[src/rtl/sw_acc_pkg.sv]
// rtl/sw_acc_pkg.sv - register map and bit indices for the switch accumulator
package sw_acc_pkg;

  localparam logic [1:0] ADDR_ACC    = 2'd0;
  localparam logic [1:0] ADDR_STATUS = 2'd1;
  localparam logic [1:0] ADDR_CTRL   = 2'd2;
  localparam logic [1:0] ADDR_SWVAL  = 2'd3;

  localparam int CTRL_SUB = 0;
  localparam int CTRL_SAT = 1;

  localparam int ST_OVF = 0;
  localparam int ST_CLR = 1;

endpackage

[src/rtl/btn_debounce.sv]
// rtl/btn_debounce.sv - synchronise and debounce one active-low button, emit a press pulse
module btn_debounce #(
  parameter int DEBOUNCE_CYCLES = 50000
) (
  input  logic clk_i,
  input  logic rst_i,
  input  logic btn_n_i,
  output logic press_o
);

  localparam int CNT_W = $clog2(DEBOUNCE_CYCLES);
  localparam logic [CNT_W-1:0] CNT_LAST = CNT_W'(DEBOUNCE_CYCLES - 1);

  logic             meta_q;
  logic             sync_q;
  logic             stable_q;
  logic             stable_d;
  logic             stable_dly_q;
  logic [CNT_W-1:0] cnt_q;
  logic [CNT_W-1:0] cnt_d;
  logic             press_q;

  // Any cycle where the synchronised level agrees with the accepted state restarts the count.
  always_comb begin
    stable_d = stable_q;
    cnt_d    = '0;
    if (sync_q != stable_q) begin
      if (cnt_q == CNT_LAST) begin
        stable_d = sync_q;
      end else begin
        cnt_d = cnt_q + 1'b1;
      end
    end
  end

  always_ff @(posedge clk_i or posedge rst_i) begin
    if (rst_i) begin
      meta_q       <= 1'b1;
      sync_q       <= 1'b1;
      stable_q     <= 1'b1;
      stable_dly_q <= 1'b1;
      cnt_q        <= '0;
      press_q      <= 1'b0;
    end else begin
      meta_q       <= btn_n_i;
      sync_q       <= meta_q;
      stable_q     <= stable_d;
      stable_dly_q <= stable_q;
      cnt_q        <= cnt_d;
      press_q      <= stable_dly_q & ~stable_q;
    end
  end

  assign press_o = press_q;

endmodule

[src/rtl/sw_accumulator_pio.sv]
// rtl/sw_accumulator_pio.sv - switch accumulator peripheral with debounced buttons and Avalon-MM registers
module sw_accumulator_pio
  import sw_acc_pkg::*;
#(
  parameter int SW_W            = 8,
  parameter int ACC_W           = 16,
  parameter int LED_W           = 8,
  parameter int DEBOUNCE_CYCLES = 50000
) (
  input  logic              clk_clk,
  input  logic              reset_reset,
  input  logic [SW_W-1:0]   sw_export,
  input  logic              acc_btn_n,
  input  logic              clr_btn_n,
  output logic [LED_W-1:0]  led_export,
  output logic [ACC_W-1:0]  acc_value,
  output logic              ovf,
  input  logic [1:0]        avs_address,
  input  logic              avs_read,
  input  logic              avs_write,
  input  logic [31:0]       avs_writedata,
  output logic [31:0]       avs_readdata
);

  logic [SW_W-1:0]  sw_meta_q;
  logic [SW_W-1:0]  sw_sync_q;
  logic             acc_press;
  logic             clr_press;
  logic             acc_evt_q;
  logic             clr_evt_q;
  logic [ACC_W-1:0] acc_q;
  logic [ACC_W-1:0] acc_d;
  logic             ovf_q;
  logic             ovf_d;
  logic [1:0]       ctrl_q;
  logic [1:0]       ctrl_d;
  logic [31:0]      rdata_q;
  logic [31:0]      rdata_d;

  logic [ACC_W-1:0] op;
  logic [ACC_W:0]   sum;
  logic [ACC_W:0]   diff;
  logic [ACC_W-1:0] alu_res;
  logic             alu_ovf;
  logic             status_wr;
  logic             clr_all;
  logic             unused_wdata;

  assign unused_wdata = ^avs_writedata[31:2];

  btn_debounce #(.DEBOUNCE_CYCLES(DEBOUNCE_CYCLES)) u_acc_btn (
    .clk_i   (clk_clk),
    .rst_i   (reset_reset),
    .btn_n_i (acc_btn_n),
    .press_o (acc_press)
  );

  btn_debounce #(.DEBOUNCE_CYCLES(DEBOUNCE_CYCLES)) u_clr_btn (
    .clk_i   (clk_clk),
    .rst_i   (reset_reset),
    .btn_n_i (clr_btn_n),
    .press_o (clr_press)
  );

  // The extra carry/borrow bit of sum/diff doubles as the overflow indication.
  always_comb begin
    op   = ACC_W'(sw_sync_q);
    sum  = {1'b0, acc_q} + {1'b0, op};
    diff = {1'b0, acc_q} - {1'b0, op};
    if (ctrl_q[CTRL_SUB]) begin
      alu_ovf = diff[ACC_W];
      alu_res = (alu_ovf && ctrl_q[CTRL_SAT]) ? '0 : diff[ACC_W-1:0];
    end else begin
      alu_ovf = sum[ACC_W];
      alu_res = (alu_ovf && ctrl_q[CTRL_SAT]) ? '1 : sum[ACC_W-1:0];
    end
  end

  assign status_wr = avs_write && (avs_address == ADDR_STATUS);
  assign clr_all   = clr_evt_q || (status_wr && avs_writedata[ST_CLR]);

  // A clear beats an accumulate; an overflow set beats a W1C in the same cycle.
  always_comb begin
    acc_d = acc_q;
    ovf_d = ovf_q;
    if (clr_all) begin
      acc_d = '0;
      ovf_d = 1'b0;
    end else begin
      if (status_wr && avs_writedata[ST_OVF]) begin
        ovf_d = 1'b0;
      end
      if (acc_evt_q) begin
        acc_d = alu_res;
        if (alu_ovf) begin
          ovf_d = 1'b1;
        end
      end
    end
  end

  always_comb begin
    ctrl_d = ctrl_q;
    if (avs_write && (avs_address == ADDR_CTRL)) begin
      ctrl_d = avs_writedata[1:0];
    end
  end

  always_comb begin
    rdata_d = rdata_q;
    if (avs_read) begin
      rdata_d = '0;
      case (avs_address)
        ADDR_ACC:    rdata_d = 32'(acc_q);
        ADDR_STATUS: rdata_d[ST_OVF] = ovf_q;
        ADDR_CTRL:   rdata_d[1:0] = ctrl_q;
        ADDR_SWVAL:  rdata_d = 32'(sw_sync_q);
        default:     rdata_d = '0;
      endcase
    end
  end

  always_ff @(posedge clk_clk or posedge reset_reset) begin
    if (reset_reset) begin
      sw_meta_q <= '0;
      sw_sync_q <= '0;
      acc_evt_q <= 1'b0;
      clr_evt_q <= 1'b0;
      acc_q     <= '0;
      ovf_q     <= 1'b0;
      ctrl_q    <= '0;
      rdata_q   <= '0;
    end else begin
      sw_meta_q <= sw_export;
      sw_sync_q <= sw_meta_q;
      acc_evt_q <= acc_press;
      clr_evt_q <= clr_press;
      acc_q     <= acc_d;
      ovf_q     <= ovf_d;
      ctrl_q    <= ctrl_d;
      rdata_q   <= rdata_d;
    end
  end

  assign acc_value    = acc_q;
  assign led_export   = acc_q[LED_W-1:0];
  assign ovf          = ovf_q;
  assign avs_readdata = rdata_q;

endmodule

[config.mk]
export PLATFORM = sky130hd
export DESIGN_NAME = sw_accumulator_pio
export DESIGN_NICKNAME = d
export VERILOG_FILES = /design/src/rtl/sw_acc_pkg.sv /design/src/rtl/btn_debounce.sv /design/src/rtl/sw_accumulator_pio.sv
export SDC_FILE = /design/constraint.sdc
export NUM_CORES = 1
export LEC_CHECK = 0
export BUFFER_PORTS_ARGS = -buffer_cell sky130_fd_sc_hd__buf_4
export CAP_MARGIN = 10
export CORE_MARGIN = 1
export CORE_UTILIZATION = 56
export DETAILED_ROUTE_END_ITERATION = 7
export PLACE_DENSITY = 0.78
export SLEW_MARGIN = 20
export SYNTH_ARGS = -nofsm -noshare
export SYNTH_HDL_FRONTEND = slang
export SYNTH_SLANG_ARGS = --single-unit
[constraint.sdc]
create_clock -name clk_clk -period 2.87 [get_ports clk_clk]
set_input_delay 0.1435 -clock clk_clk [delete_from_list [all_inputs] [get_ports clk_clk]]
set_output_delay 0.1435 -clock clk_clk [all_outputs]
set_load 0.01 [all_outputs]
==> results of run 1 <==
-- cells in the final DEF (no fill, tap or decap), types with 3 or more instances in the layout --
master / n
nand4_1: 8
o21ai_1: 3
mux2i_1: 3
nor2_1: 51
mux2_2: 6
o21a_1: 7
a21oi_1: 13
dlygate4sd3_1: 11
nand2_1: 47
dfrtp_1: 87
nor2b_1: 10
a22oi_1: 7
a221oi_1: 4
xnor2_1: 21
o211ai_1: 6
nand3_1: 17
nand2b_1: 8
a211oi_1: 3
xor2_1: 17
o21ai_0: 20
o22ai_1: 17
dfstp_2: 8
nor4b_1: 3
a21o_1: 5
nor3_1: 19
o31ai_1: 3
ha_1: 24
and3_1: 9
conb_1: 16
inv_1: 41
clkbuf_8: 9
buf_4: 73
-- path summary, 6_finish.rpt --
kind / to / slack [ps]
worst max-delay path: acc_value[9] / 170
worst min-delay path: ctrl_q[0] / 10
worst max register to register: acc_value[9] / 170
worst min register to register: sw_sync_q[4] / 360
max in group asynchronous: u_clr_btn.stable_dly_q / 1760
min in group asynchronous: acc_value[0] / 410
-- worst register-to-register path: cells and delay by family (launching register included) --
kind / cells / cell delay, ps
and+or+nand+nor: 2 / 420
AOI/OAI and AO/OA: 5 / 1090
adders and majority gates: 2 / 620
buffers and inverters: 1 / 80
DFF: 1 / 410
-- where the power goes --
group / leakage (nW) / switching, mW / internal [mW]
Combinational: 1.47 / 0.222 / 0.167
Clock: 0.0945 / 0.507 / 0.332
Sequential: 1.25 / 0.0544 / 1.38
Total: 2.82 / 0.783 / 1.88
-- layer usage --
| metal | vias to the layer above | part of all wire [%] | global-route usage, % |
|---|---|---|---|
| li1 | 2000 | - | - |
| met1 | 2021 | 44 | 29.85 |
| met2 | 101 | 50 | 39.32 |
| met3 | 19 | 4.3 | 5.411 |
| met4 | 0 | 2.2 | 8.710 |
| met5 | - | 0 | 0 |
-- kinds of logic (layout without fill, tap and decap cells) --
| family | Yosys count | after routing | share of synthesized area (%) |
|---|---|---|---|
| buffers and inverters | 88 | 143 | 8.109 |
| multiplexers | 9 | 9 | 1.839 |
| XOR/XNOR | 38 | 38 | 6.271 |
| AO/OA/AOI/OAI | 111 | 111 | 15.04 |
| flip-flops | 95 | 95 | 44.98 |
| AND/OR/NAND/NOR | 188 | 188 | 17.28 |
| adder cells (fa/ha/maj) | 26 | 26 | 6.412 |
| other | 1 | 16 | 0.07065 |
-- repair_timing --
item                                    CTS  global route
endpoints found under the setup margin    0             2
hold buffers                             11             0
gates resized for setup                   0             2
hold endpoints to repair                 42             0
setup buffers                             0             2
-- final cells by class --
cell class | instances | area, sq um | area share (%)
clock buffer | 9 | 123.9 | 2.027
clock inverter | 7 | 66.31 | 1.085
inverter | 42 | 158.9 | 2.600
multi-input combinational | 388 | 2557 | 41.85
sequential | 95 | 2387 | 39.07
tap | 111 | 138.9 | 2.273
timing repair buffer | 85 | 678.2 | 11.10
-- metrics by stage --
stage / utilization [%] / setup WS, ps / instances / instance area (sq um)
finish: 66.45 / 170.9 / 737 / 6111
global placement: 62.90 / 182.1 / 708 / 5784
CTS: 66.16 / 80.77 / 735 / 6085
global route: 66.45 / 31.27 / 737 / 6111
detailed placement: 62.90 / 126.7 / 708 / 5784
floorplan: - / 262.7 / 571 / 5364
-- state kept, by name, summed over array words and instances (netlist names), 2 cells and up --
signal,cells
avs_readdata,16
ctrl_q,2
acc_value,16
u_clr_btn.cnt_q,16
u_acc_btn.cnt_q,16
sw_meta_q,8
sw_sync_q,8
==> results.py, run 1 <==
metrics = {
    "outcome": {
        "status": "finished clean",
    },
    "setup_path": {
        "crit_path_end_kind": "register",
        "cp.arrival_ps": 2980,
        "crit_start": "acc_value[0]",
        "path_delay_family": "compound AO/OA/AOI/OAI gates",
        "critPathKind": "register to register",
        "r2r-start": "acc_value[0]",
        "crit_fanout": 7,
        "cp.required_ps": 3150,
        "reg2reg_depth": 10,
        "crit_cells": 10,
        "cp_cell_sequence": "inv_1 > ha_1 > fa_1 > nand2b_2 > a31oi_4 > o22ai_4 > and2_4 > a31o_2 > o311a_1 > o32ai_1",
        "worstSetupStartpointType": "register",
        "cp.buffers_inverters": 1,
        "crit_slowest_cell": "dfrtp_1",
        "slowest_delay_ps": 410,
    },
    "detailed_routing": {
        "first_iter_violations": 190,
        "wirelength_microns": 11110,
        "drc": 0,
        "avgRoutedWirePerCell_microns": 15.08,
        "vias": 4141,
        "ant_nets": 0,
        "drt-pass1-iter-count": 4,
        "routed_via_density": 5.619,
    },
    "logic_synthesis": {
        "synth_top_area_share_pct": 41.02,
        "synth_ff_type": "dfrtp_1",
        "synth_area_leaders": "dfrtp_1 41%, ha_1 5.7%, dfstp_2 4.0%",
        "yosysMostFrequentCell": "dfrtp_1",
        "syn_area_sq_um": 5308,
        "synth_seq_cells": 95,
        "synth_edf_count": 0,
        "seq_area_frac_synth_pct": 44.98,
        "async_flop_share_pct": 100.0,
        "yosysUniqueCellTypes": 64,
        "synth_common_cells": "87 x dfrtp_1, 51 x nor2_1, 47 x nand2_1, 42 x inv_1",
        "synth.avg_cell_area_sq_um": 9.546,
        "synth_top_cell_by_area": "dfrtp_1",
        "synth_warnings": 0,
        "syn_inst": 556,
    },
    "floorplan": {
        "fp.dieH_microns": 99.36,
        "row_count": 35,
        "dieArea_sq_um": 9871,
        "core_sq_um": 9196,
        "initial_utilization_pct": 57.71,
        "io_pins": 105,
        "fp.dieW_microns": 99.36,
    },
    "placement": {
        "finalWeightedCongestion": 0.8623,
        "dp.final_hpwl_microns": 7947,
        "portBuffers": 58,
    },
    "timing": {
        "maxSlewViolCount": 0,
        "hold_slack_ps": 13.36,
        "setup_tns_ps": 0,
        "setup_viol": 0,
        "slew_headroom_pct": 53.53,
        "finClkSkew_ps": 8.977,
        "hold_viol_final": 0,
        "tightest_slew_ps": 696.2,
        "rsz0062_at_grt": "no",
        "max_freq_mhz": 370.5,
        "period_minus_slack_ps": 2699,
        "finalCritPeriodShare_pct": 94.05,
    },
    "global_route": {
        "grt_pass1_wl_microns": 18350,
        "grt_max_degree": 45,
        "antenna_found_initial": 0,
        "grt_pass1_vias": 3950,
        "gr-total-overflow": 0,
        "grt_usage_pct": 23.49,
    },
    "power": {
        "irDropWorstVdd_uv": 315.0,
        "leakage_nw": 2.817,
        "total_power_mw": 2.662,
        "p_per_area_nw_per_um2": 435.6,
    },
    "clock_network": {
        "cts_tree": "yes",
        "cts.sinks": 95,
        "clock_latency_ps": 370,
        "numCtsBuffers": 9,
        "cts-root-buf": "clkbuf_8",
        "path_clk_slew_ps": 100,
        "clockBufferDepth": 2,
        "cts_max_level": 3,
    },
    "cells_and_area": {
        "drive_above_1_share_pct": 19.17,
        "synthToLayoutAreaGrowth_pct": 15.13,
        "fin_nets": 695,
        "n_antenna_cell": 0,
        "nFillCells": 722,
    },
    "worst_hold_path": {
        "holdPathStages": 2,
        "hold_start": "avs_writedata[0]",
        "hold_path_class": "input pin to register",
    },
    "job": {
        "maxCapViolCount": 0,
    },
}
No activity file was read; power rests on OpenSTA's default activity.
==> run 2, diff against run 1 <==
Settings changed: GPL_TIMING_DRIVEN set to 0.
==> results.py, run 2 (synthesis results as in run 1) <==
metrics = {
    "clock_network": {
        "clock_latency_ps": 390,
        "path_clk_slew_ps": 90,
        "cts_max_level": 3,
        "cts-root-buf": "clkbuf_8",
        "numCtsBuffers": 9,
        "cts_tree": "yes",
        "clockBufferDepth": 2,
        "cts.sinks": 95,
    },
    "job": {
        "maxCapViolCount": 0,
    },
    "floorplan": {
        "dieArea_sq_um": 9871,
        "row_count": 35,
        "initial_utilization_pct": 57.71,
        "fp.dieW_microns": 99.36,
        "io_pins": 105,
        "core_sq_um": 9196,
        "fp.dieH_microns": 99.36,
    },
    "power": {
        "total_power_mw": 2.735,
        "irDropWorstVdd_uv": 476.2,
        "p_per_area_nw_per_um2": 431.8,
        "leakage_nw": 2.937,
    },
    "setup_path": {
        "cp.required_ps": 3150,
        "r2r-start": "acc_value[0]",
        "critPathKind": "register to register",
        "reg2reg_depth": 10,
        "cp_cell_sequence": "inv_1 > ha_1 > fa_1 > nand2b_2 > a31oi_4 > o22ai_4 > and2_4 > a31o_4 > o311a_1 > o32ai_2",
        "worstSetupStartpointType": "register",
        "crit_fanout": 7,
        "crit_start": "acc_value[0]",
        "cp.arrival_ps": 3030,
        "slowest_delay_ps": 400,
        "crit_path_end_kind": "register",
        "crit_slowest_cell": "dfrtp_2",
    },
    "cells_and_area": {
        "drive_above_1_share_pct": 21.46,
        "post-route-util_pct": 68.86,
        "final_common_cell": "dfrtp_1",
        "fin_nets": 726,
        "layout_common_cells": "85 x dfrtp_1, 83 x buf_4, 51 x nor2_1",
        "synthToLayoutAreaGrowth_pct": 19.31,
        "n_antenna_cell": 0,
    },
    "detailed_routing": {
        "vias": 4243,
        "ant_nets": 0,
        "drt-pass1-iter-count": 5,
        "wirelength_microns": 11660,
        "routed_via_density": 5.525,
        "drc": 0,
        "avgRoutedWirePerCell_microns": 15.18,
        "first_iter_violations": 240,
    },
    "worst_hold_path": {
        "hold_start": "avs_writedata[0]",
        "hold_path_class": "input pin to register",
        "holdPathStages": 2,
    },
    "global_route": {
        "antenna_found_initial": 0,
        "grtUsageMet3_pct": 4.849,
        "gr-max-usage-layer": "met2",
        "gr-total-overflow": 0,
        "met2_usage_pct": 42.04,
        "grt_pass1_wl_microns": 19280,
        "grt_pass1_vias": 4157,
        "grt_usage_pct": 25.03,
        "grt_max_degree": 52,
        "grtUsageMet1_pct": 31.31,
    },
    "timing": {
        "slew_headroom_pct": 53.81,
        "finalCritPeriodShare_pct": 96.12,
        "finClkSkew_ps": 19.40,
        "period_minus_slack_ps": 2759,
        "max_freq_mhz": 362.5,
        "hold_viol_final": 0,
        "tightest_slew_ps": 692.9,
        "maxSlewViolCount": 0,
        "setup_viol": 0,
        "rsz0062_at_grt": "yes",
    },
    "placement": {
        "dp.final_hpwl_microns": 8341,
        "portBuffers": 57,
        "finalWeightedCongestion": 0.8803,
    },
    "outcome": {
        "status": "finished clean",
    },
}
## run 2: cell count changes in the layout (fill, tap and decap cells not counted), moves of 2 or more
cell      before  now
clkbuf_1       0   13
buf_4         73   83
buf_2          0    6
clkbuf_8       9   12
clkinv_2       2    0
dfrtp_1       87   85
dfrtp_2        0    2
inv_6          1    3
## run 2: power breakdown
| part | leakage (nW) | internal (mW) | switching, mW |
|---|---|---|---|
| clock | 0.0996 | 0.394 | 0.487 |
| sequential | 1.24 | 1.38 | 0.0364 |
| combinational | 1.59 | 0.182 | 0.255 |
## run 2: repair_timing
action / 4_1_cts / 5_1_grt
setup buffers: 0 / 1
hold buffers: 11 / 0
endpoints found under the hold margin: 50 / 0
endpoints found under the setup margin: 1 / 4
pin swaps: 0 / 1
resized for setup: 3 / 8
## run 2: path summary, 6_finish.rpt
kind / slack, ps / to
max: 110 / acc_value[9]
min: 20 / ctrl_q[0]
max reg2reg: 110 / acc_value[9]
min reg2reg: 350 / u_acc_btn.sync_q
max in group asynchronous: 1930 / u_acc_btn.meta_q
min in group asynchronous: 320 / acc_value[15]
## run 2: final cells by class
cell class                      instances  area [sq um]
Fill cell                             737          2864
Multi-Input combinational cell        388          2594
Sequential cell                        95          2390
Timing Repair Buffer                   70         573.1
Buffer                                 46         275.3
Clock buffer                           12         165.2
Inverter                               42         162.7
Tap cell                              111         138.9
Clock inverter                          4         33.78
## run 2: worst max-delay path: cells and delay by family, from the launching register on
| family | cells | cell delay [ps] |
|---|---|---|
| compound gates | 5 | 1140 |
| fa+ha+maj | 2 | 620 |
| buf+inv | 1 | 60 |
| flops | 1 | 400 |
| simple gates | 2 | 430 |
## run 2: metrics by stage
step	cells	TNS (ps)	cell area [sq um]	worst slack, ps	hold slack, ps
after floorplan	571	0	5364	262.7	148.0
after global placement	739	-63690	5931	-738.1	252.4
after detailed placement	740	-1.418	5963	-1.418	186.0
after CTS	767	0	6281	23.55	3.012
after global routing	768	-23.01	6332	-23.01	11.04
final	768	0	6332	111.5	15.28
## run 2: metal layers
layer | part of all wire [%] | vias to the layer above
met4 | 3.0 | 0
met1 | 43 | 2030
met5 | 0 | -
li1 | - | 2067
met2 | 50 | 122
met3 | 4.4 | 24
==> run 3, diff against run 2 <==
Settings changed: CORE_ASPECT_RATIO set to 0.8, GPL_TIMING_DRIVEN 0 to unset, RECOVER_POWER set to 50.
==> results.py, run 3 (synthesis results as in run 1) <==
metrics = {
    "global_route": {
        "grt_pass1_vias": 3907,
        "grt_pass1_wl_microns": 19150,
        "grt_usage_pct": 24.70,
        "gr-total-overflow": 0,
        "grt_max_degree": 56,
        "antenna_found_initial": 0,
    },
    "cells_and_area": {
        "layout_common_cells": "85 x dfrtp_1, 51 x nor2_1, 47 x nand2_1",
        "drive_above_1_share_pct": 14.22,
        "synthToLayoutAreaGrowth_pct": 15.09,
        "fin_area_sq_um": 6108,
        "n_antenna_cell": 0,
        "fin_nets": 695,
        "nFillCells": 751,
        "final_common_cell": "dfrtp_1",
    },
    "job": {
        "maxCapViolCount": 1,
    },
    "clock_network": {
        "numCtsBuffers": 9,
        "cts.sinks": 95,
        "clock_latency_ps": 350,
        "clockBufferDepth": 2,
        "cts-root-buf": "clkbuf_16",
        "cts_max_level": 3,
        "path_clk_slew_ps": 80,
        "cts_tree": "yes",
    },
    "floorplan": {
        "core_sq_um": 9115,
        "row_count": 31,
        "io_pins": 105,
        "fp.dieW_microns": 110.8,
        "dieArea_sq_um": 9874,
        "initial_utilization_pct": 58.23,
        "fp.dieH_microns": 89.08,
    },
    "setup_path": {
        "crit_path_end_kind": "register",
        "cp.buffers_inverters": 1,
        "crit_fanout": 7,
        "crit_slowest_cell": "fa_1",
        "cp.arrival_ps": 2970,
        "cp.required_ps": 3120,
        "cp_cell_sequence": "inv_1 > ha_1 > fa_1 > nand2b_2 > a31oi_4 > o22ai_4 > and2_4 > a31o_2 > o311a_1 > o32ai_1",
        "path_delay_family": "compound AO/OA/AOI/OAI gates",
        "slowest_delay_ps": 410,
        "worstSetupStartpointType": "register",
        "critPathKind": "register to register",
    },
    "timing": {
        "maxSlewViolCount": 41,
        "max_freq_mhz": 368.6,
        "slew_headroom_pct": -16.26,
        "finClkSkew_ps": 6.039,
        "setup_tns_ps": 0,
        "setup_viol": 0,
        "rsz0062_at_grt": "no",
        "finalCritPeriodShare_pct": 94.53,
        "hold_viol_final": 0,
        "tightest_slew_ps": 1734,
        "period_minus_slack_ps": 2713,
    },
    "power": {
        "leakage_nw": 2.721,
        "p_per_area_nw_per_um2": 491.4,
        "pwr-share-comb_pct": 12.7,
        "seqPwrFrac_pct": 47.7,
        "clkPwrFrac_pct": 39.6,
        "intPower_mw": 2.153,
        "switching_share_pct": 28.28,
        "p_switching_mw": 0.8490,
        "irDropWorstVdd_uv": 406.0,
    },
    "detailed_routing": {
        "avgRoutedWirePerCell_microns": 15.76,
        "drc": 0,
        "vias": 4217,
        "ant_nets": 0,
        "routed_via_density": 5.691,
        "wirelength_microns": 11680,
        "first_iter_violations": 265,
        "drt-pass1-iter-count": 5,
    },
    "outcome": {
        "violations": "capacitance limit, slew limit",
        "status": "complete, but fails checks",
    },
    "placement": {
        "finalWeightedCongestion": 0.8984,
        "placed_cell_area_sq_um": 5797,
        "portBuffers": 58,
        "dp.final_hpwl_microns": 8178,
    },
    "worst_hold_path": {
        "hold_path_class": "input pin to register",
    },
}
[run 3: cell type report]
| cell class | count | area, sq um | area share [%] |
|---|---|---|---|
| Tap cell | 115 | 143.9 | 2.356 |
| Clock inverter | 7 | 78.83 | 1.290 |
| Timing Repair Buffer | 85 | 554.3 | 9.074 |
| Sequential cell | 95 | 2390 | 39.12 |
| Inverter | 42 | 158.9 | 2.601 |
| Multi-Input combinational cell | 388 | 2557 | 41.87 |
| Clock buffer | 9 | 225.2 | 3.687 |
[run 3: per-stage QoR]
| step | cells | worst slack (ps) | hold WS [ps] | util (%) | power (mW) |
|---|---|---|---|---|---|
| 2_1_floorplan | 571 | 262.7 | 148.0 | - | 1.719 |
| 3_3_place_gp | 713 | 156.5 | 252.2 | 63.60 | 1.817 |
| 3_5_place_dp | 713 | 77.32 | 253.9 | 63.60 | 1.826 |
| 4_1_cts | 740 | 60.50 | 42.77 | 68.14 | 3.023 |
| 5_1_grt | 741 | 48.12 | 56.76 | 67.01 | 3.131 |
| 6_report | 741 | 157.0 | 56.43 | 67.01 | 3.002 |
[run 3: worst register-to-register path, cell delays in order (launching register included)]
cell      delay, ps
dfrtp_2         380
inv_1            60
ha_1            230
fa_1            410
nand2b_2        230
a31oi_4         250
o22ai_4         150
and2_4          200
a31o_2          250
o311a_1         360
o32ai_1         120
[run 3: timing repair]
action                     in CTS  in global routing
buffers inserted                0                  1
gates resized for setup         0                  5
hold endpoints to repair       45                  0
setup endpoints to repair       0                  5
hold buffers                   11                  0
[run 3: per-layer routing]
layer / up-vias / global-route usage [%] / wire length, microns
met5: - / 0 / 0
met4: 0 / 5.697 / 108
met3: 13 / 4.407 / 674
met2: 158 / 40.26 / 5311
met1: 2036 / 34.97 / 5582
li1: 2010 / - / -
[run 3: power by group through the flow]
stage	combinational [mW]	clock (mW)	sequential [mW]
finish	0.380	1.19	1.43
global route	0.423	1.27	1.44
CTS	0.384	1.21	1.43
detailed placement	0.368	0	1.46
global placement	0.361	0	1.46
floorplan	0.279	0	1.44
[run 3: path summary, 6_finish.rpt]
kind                              startpoint                      to  slack, ps  cells after the start
max                             acc_value[0]            acc_value[9]        160                     10
max reg2reg                     acc_value[0]            acc_value[9]        160                     10
min                         avs_writedata[0]               ctrl_q[0]         60                      2
min in group asynchronous        reset_reset      u_acc_btn.cnt_q[9]        780                      3
max in group asynchronous        reset_reset  u_clr_btn.stable_dly_q       1120                      4
min reg2reg                u_clr_btn.press_o               clr_evt_q        350                      0
